### src/rtl/score_display_pkg.sv
// Shared types and constants for the score display path: FSM states,
// seven-segment codes and the decimal range helper.
package score_display_pkg;

  typedef enum logic [1:0] {
    IDLE,
    SHIFT,
    UPDATE
  } state_e;

  localparam logic [6:0] SEG_BLANK = 7'h7F;

  // Active-low codes, index = BCD digit, bit 0 = segment a
  localparam logic [6:0] SEG_TABLE [10] = '{
    7'h40, 7'h79, 7'h24, 7'h30, 7'h19,
    7'h12, 7'h02, 7'h78, 7'h00, 7'h18
  };

  function automatic logic [31:0] max_decimal(input int unsigned digits);
    logic [31:0] p;
    p = 32'd1;
    for (int unsigned i = 0; i < digits; i++) begin
      p = p * 32'd10;
    end
    return p - 32'd1;
  endfunction

endpackage

### src/rtl/score_display_ctrl_seg7.sv
// Combinational BCD digit to active-low seven-segment encoder with blank input.
import score_display_pkg::*;

module seg7_encode (
  input  logic [3:0] digit_i,
  input  logic       blank_i,
  output logic [6:0] seg_o
);

  always_comb begin
    seg_o = SEG_BLANK;
    if (!blank_i && (digit_i <= 4'd9)) begin
      seg_o = SEG_TABLE[digit_i];
    end
  end

endmodule

### src/rtl/score_display_ctrl.sv
// Score display controller: double-dabble binary-to-BCD conversion with a
// load/busy handshake, display latch, leading-zero blanking and blink.
import score_display_pkg::*;

module score_display_ctrl #(
  parameter int unsigned BIN_W     = 16,
  parameter int unsigned DIGITS    = 5,
  parameter int unsigned BLINK_DIV = 25_000_000
) (
  input  logic                  clock,
  input  logic                  reset,
  input  logic                  load,
  input  logic [BIN_W-1:0]      value,
  input  logic                  blank_lz,
  input  logic                  blink_en,
  output logic                  busy,
  output logic                  done,
  output logic                  ovf,
  output logic [7*DIGITS-1:0]   hex_seg
);

  localparam int unsigned BW      = 4 * DIGITS;
  localparam int unsigned CNT_W   = $clog2(BIN_W + 1);
  localparam int unsigned BLK_W   = (BLINK_DIV > 1) ? $clog2(BLINK_DIV) : 1;
  localparam logic [31:0] MAX_VAL = max_decimal(DIGITS);

  state_e              state_q, state_d;
  logic [BW-1:0]       bcd_q, bcd_d, bcd_adj;
  logic [BIN_W-1:0]    bin_q, bin_d;
  logic [CNT_W-1:0]    cnt_q, cnt_d;
  logic                big_q, big_d;
  logic [BW-1:0]       disp_q, disp_d;
  logic                ovf_q, ovf_d;
  logic [BLK_W-1:0]    blk_cnt_q, blk_cnt_d;
  logic                phase_q, phase_d;
  logic [DIGITS-1:0]   dig_blank;
  logic                nz;
  logic [7*DIGITS-1:0] seg_d, hex_seg_q;

  always_comb begin
    state_d = state_q;
    bcd_d   = bcd_q;
    bin_d   = bin_q;
    cnt_d   = cnt_q;
    big_d   = big_q;
    disp_d  = disp_q;
    ovf_d   = ovf_q;
    bcd_adj = bcd_q;
    busy    = 1'b0;
    done    = 1'b0;
    case (state_q)
      IDLE: begin
        if (load) begin
          bin_d   = value;
          bcd_d   = '0;
          cnt_d   = CNT_W'(BIN_W);
          big_d   = ({32'd0, value} > {{BIN_W{1'b0}}, MAX_VAL});
          state_d = SHIFT;
        end
      end
      SHIFT: begin
        busy = 1'b1;
        for (int unsigned i = 0; i < DIGITS; i++) begin
          if (bcd_q[4*i +: 4] >= 4'd5) begin
            bcd_adj[4*i +: 4] = bcd_q[4*i +: 4] + 4'd3;
          end
        end
        {bcd_d, bin_d} = {bcd_adj, bin_q} << 1;
        cnt_d = cnt_q - 1'b1;
        if (cnt_q == CNT_W'(1)) begin
          state_d = UPDATE;
        end
      end
      UPDATE: begin
        done    = 1'b1;
        disp_d  = big_q ? {DIGITS{4'd9}} : bcd_q;
        ovf_d   = big_q;
        state_d = IDLE;
      end
      default: state_d = IDLE;
    endcase
  end

  always_comb begin
    blk_cnt_d = '0;
    phase_d   = 1'b0;
    if (blink_en) begin
      if (blk_cnt_q == BLK_W'(BLINK_DIV - 1)) begin
        blk_cnt_d = '0;
        phase_d   = ~phase_q;
      end else begin
        blk_cnt_d = blk_cnt_q + 1'b1;
        phase_d   = phase_q;
      end
    end
  end

  // Encode from the next display value so new digits appear the cycle after done
  always_comb begin
    nz        = 1'b0;
    dig_blank = '0;
    for (int unsigned k = 0; k < DIGITS; k++) begin
      if (disp_d[4*(DIGITS-1-k) +: 4] != 4'd0) begin
        nz = 1'b1;
      end
      dig_blank[DIGITS-1-k] = (blink_en && phase_q) ||
                              (blank_lz && (k != DIGITS-1) && !nz);
    end
  end

  for (genvar g = 0; g < DIGITS; g++) begin : g_digit
    seg7_encode u_enc (
      .digit_i (disp_d[4*g +: 4]),
      .blank_i (dig_blank[g]),
      .seg_o   (seg_d[7*g +: 7])
    );
  end

  always_ff @(posedge clock) begin
    if (reset) begin
      state_q   <= IDLE;
      bcd_q     <= '0;
      bin_q     <= '0;
      cnt_q     <= '0;
      big_q     <= 1'b0;
      disp_q    <= '0;
      ovf_q     <= 1'b0;
      blk_cnt_q <= '0;
      phase_q   <= 1'b0;
      hex_seg_q <= '1;
    end else begin
      state_q   <= state_d;
      bcd_q     <= bcd_d;
      bin_q     <= bin_d;
      cnt_q     <= cnt_d;
      big_q     <= big_d;
      disp_q    <= disp_d;
      ovf_q     <= ovf_d;
      blk_cnt_q <= blk_cnt_d;
      phase_q   <= phase_d;
      hex_seg_q <= seg_d;
    end
  end

  assign ovf     = ovf_q;
  assign hex_seg = hex_seg_q;

endmodule
### config.mk
export PLATFORM = sky130hd
export DESIGN_NAME = score_display_ctrl
export DESIGN_NICKNAME = d
export VERILOG_FILES = /design/src/rtl/score_display_pkg.sv /design/src/rtl/score_display_ctrl_seg7.sv /design/src/rtl/score_display_ctrl.sv
export SDC_FILE = /design/constraint.sdc
export NUM_CORES = 1
export LEC_CHECK = 0
export CAP_MARGIN = 20
export CORE_MARGIN = 2
export CORE_UTILIZATION = 45
export CTS_BUF_LIST = sky130_fd_sc_hd__clkbuf_16
export CTS_CLUSTER_SIZE = 8
export DETAILED_ROUTE_END_ITERATION = 7
export GPL_ROUTABILITY_DRIVEN = 0
export PLACE_DENSITY_LB_ADDON = 0.25
export SLEW_MARGIN = 20
export SYNTH_ARGS = -nofsm -noshare
export SYNTH_HDL_FRONTEND = slang
export SYNTH_SLANG_ARGS = --single-unit
### constraint.sdc
create_clock -name clock -period 6.4 [get_ports clock]
set_input_delay 1.28 -clock clock [delete_from_list [all_inputs] [get_ports clock]]
set_output_delay 1.28 -clock clock [all_outputs]
set_load 0.02 [all_outputs]
==> run metrics <==
Max Clk Rate roughly 0.22 GHz; number of hold-repair buffers added at the cts stage 0; first-pass GRT wire length ~21000 µm; CP max FO 33; CTS root buf clkbuf_16; residual DRC count 0; worst hold path class reg -> reg; layout cells sized above 1 0.0782; distinct cell type count after synthesis between 60 and 70; Max-slew headroom 0.381; GR Overflow Total 0; setup_tns 0 ps; Power Density 259 nW/µm²; Placeable Area 12700 µm²; crit path time final 4470 ps; hold depth 2; Synth warnings 0; antenna fix cells 0; Mapped Cells 681; post-DP HPWL 8450 µm; CP Class reg -> out; CP max stage delay between 900 and 1000 ps; cell family with most CP delay buffers and inverters; Final Cycle Share 0.698; fin nets between 700 and 800; WL/cell 13.3 µm; pin count of the biggest net entering global routing 66; initial DRC count 229; final WL 12100 µm; Clock Skew roughly 10 ps; total track usage 0.179; outcome finished clean; Buf/Inv on CP 2; post-synth net total 735; main flop type after synthesis dfxtp_1; clock sinks 124; FF+latch area between 2000 and 2500 µm²; VDD IR-drop max approximately 140 µV; Port Buffer Count 57; final setup violation count 0; CTS tree built; Die Wd between 100 and 150 µm; final hold violations 0; max-cap violations 0; starting density of the core 0.464; EDFF count, synth 0; antenna violations before repair 0; RSZ-0062 raised after global routing false; Worst-Skew Late Latency between 400 and 500 ps; detailed-router iteration count before antenna repair 7; via total after detailed routing 4718; I/O pin total 59; Die Ht 119 µm; R2R cell count 8; Slew @ Worst Pin 924 ps; # H-tree levels 4; Seq/Total Area, Yosys 0.420; CP Launch Type flop; Synth Register Bits 124; crit-path cells nand2b_1, inv_1, clkdlybuf4s50_1; Synth async-reset ratio 0; mapped cell area between 5000 and 6000 µm²; Antenna Nets Post-Route 0; Longest Clk Path Bufs 2; worst path required time ~5100 ps; CTS buffer count 17; Clock transition at path regs 50 ps; max-slew violation count 0; P_leak 2.93 nW; CP arrival 3190 ps; DIE AREA about 14000 µm²; DR vias/cell 5.16; WP depth 3; number of setup buffers added after CTS 0; Layout area overhead 19.7%; Design Power 1.83 mW; vias in the first global route 4486; # rows 41; Critical Path Slowest Stage Cell dfxtp_1; syn avg cell area 8.67 µm²; crit path capture type primary output; area of the multi-input gates ~3100 µm²; CTS-repair resized insts 0; filler instances 1181
## flip-flops by register name (all words and copies together), names as in the netlist
| register | cells |
|---|---|
| hex_seg | 35 |
| blk_cnt_q | 25 |
| bcd_q | 20 |
| disp_q | 20 |
| bin_q | 16 |
| cnt_q | 5 |
| state_q | 2 |
| phase_q | 1 |
## Yosys cell counts (8+ instances only)
| master | n | area (µm²) |
|---|---|---|
| o21ai_0 | 31 | 155 |
| xor2_1 | 8 | 70.1 |
| nand2_1 | 38 | 143 |
| nor2_1 | 129 | 484 |
| ha_1 | 33 | 413 |
| inv_1 | 36 | 135 |
| nor2b_1 | 15 | 93.8 |
| clkbuf_1 | 18 | 67.6 |
| nand3_1 | 19 | 95.1 |
| nand4_1 | 8 | 50.1 |
| o211ai_1 | 8 | 60.1 |
| xnor2_1 | 25 | 219 |
| mux2i_1 | 20 | 200 |
| nor3_1 | 20 | 100 |
| a21oi_1 | 40 | 200 |
| dfxtp_1 | 124 | 2480 |
| a21o_1 | 13 | 97.6 |
## worst register-to-register path, stage by stage, from the launching register on
cell      delay (ps)
dfxtp_1          910
nand2b_2         410
buf_4            450
mux2i_1          500
ha_1             320
nand2_1           90
nor4b_1          520
a31oi_1          230
o21ai_0          180
## metrics by stage
stage / util / cells / cell area [µm²] / setup slack, ps / hold WS (ps)
2_1_floorplan: - / 681 / 5910 / 4010 / 430
3_3_place_gp: 0.515 / 883 / 6550 / 2460 / 443
3_5_place_dp: 0.515 / 883 / 6550 / 2370 / 453
4_1_cts: 0.556 / 914 / 7070 / 1930 / 466
5_1_grt: 0.556 / 914 / 7070 / 1730 / 488
6_report: 0.556 / 914 / 7070 / 1930 / 467
## where the power goes
group / internal [mW] / switching, mW
Combinational: 0.0752 / 0.0949
Clock: 0.516 / 0.318
Sequential: 0.804 / 0.0242
Total: 1.40 / 0.437
## kinds of logic after synthesis
kind of cell    after synthesis  synth area share
flops                       124             0.420
fa+ha+maj                    33            0.0699
compound gates              126             0.134
other cells                   1          0.000635
buf+inv                      65            0.0485
xor+xnor                     33            0.0489
mux                          31            0.0597
simple gates                268             0.218
## final cells by class
class / count / share of cell area
multi-input combinational: 492 / 0.444
sequential: 124 / 0.351
timing repair buffer: 59 / 0.0821
clock buffer: 17 / 0.0602
tap: 172 / 0.0304
inverter: 36 / 0.0191
clock inverter: 14 / 0.0127
## layer usage
metal	track usage	wire [µm]	vias to the layer above
li1	-	-	2423
met1	0.218	5740	2213
met2	0.303	5820	72
met3	0.0507	429	10
met4	0.0603	127	0
met5	0	0	-
## cells in the final DEF, fill, tap and decap left out, types with 8 or more instances in the layout
| cell | synthesis | final |
|---|---|---|
| a21o_1 | 13 | 13 |
| a21oi_1 | 40 | 40 |
| clkbuf_16 | 0 | 17 |
| clkdlybuf4s50_1 | 0 | 56 |
| dfxtp_1 | 124 | 124 |
| ha_1 | 33 | 33 |
| inv_1 | 36 | 39 |
| mux2i_1 | 20 | 20 |
| nand2_1 | 38 | 38 |
| nand3_1 | 19 | 19 |
| nand4_1 | 8 | 8 |
| nor2_1 | 129 | 129 |
| nor2b_1 | 15 | 15 |
| nor3_1 | 20 | 20 |
| o211ai_1 | 8 | 8 |
| o21ai_0 | 31 | 31 |
| xnor2_1 | 25 | 25 |
| xor2_1 | 8 | 8 |
## path summary, 6_finish.rpt
kind	slack (ps)	to	startpoint
min	470	bin_q[7]	bin_q[7]
max	1930	busy	state_q[0]
min reg2reg	470	bin_q[7]	bin_q[7]
max reg2reg	2730	hex_seg[7]	state_q[0]
No activity file was read; power rests on OpenSTA's default activity.
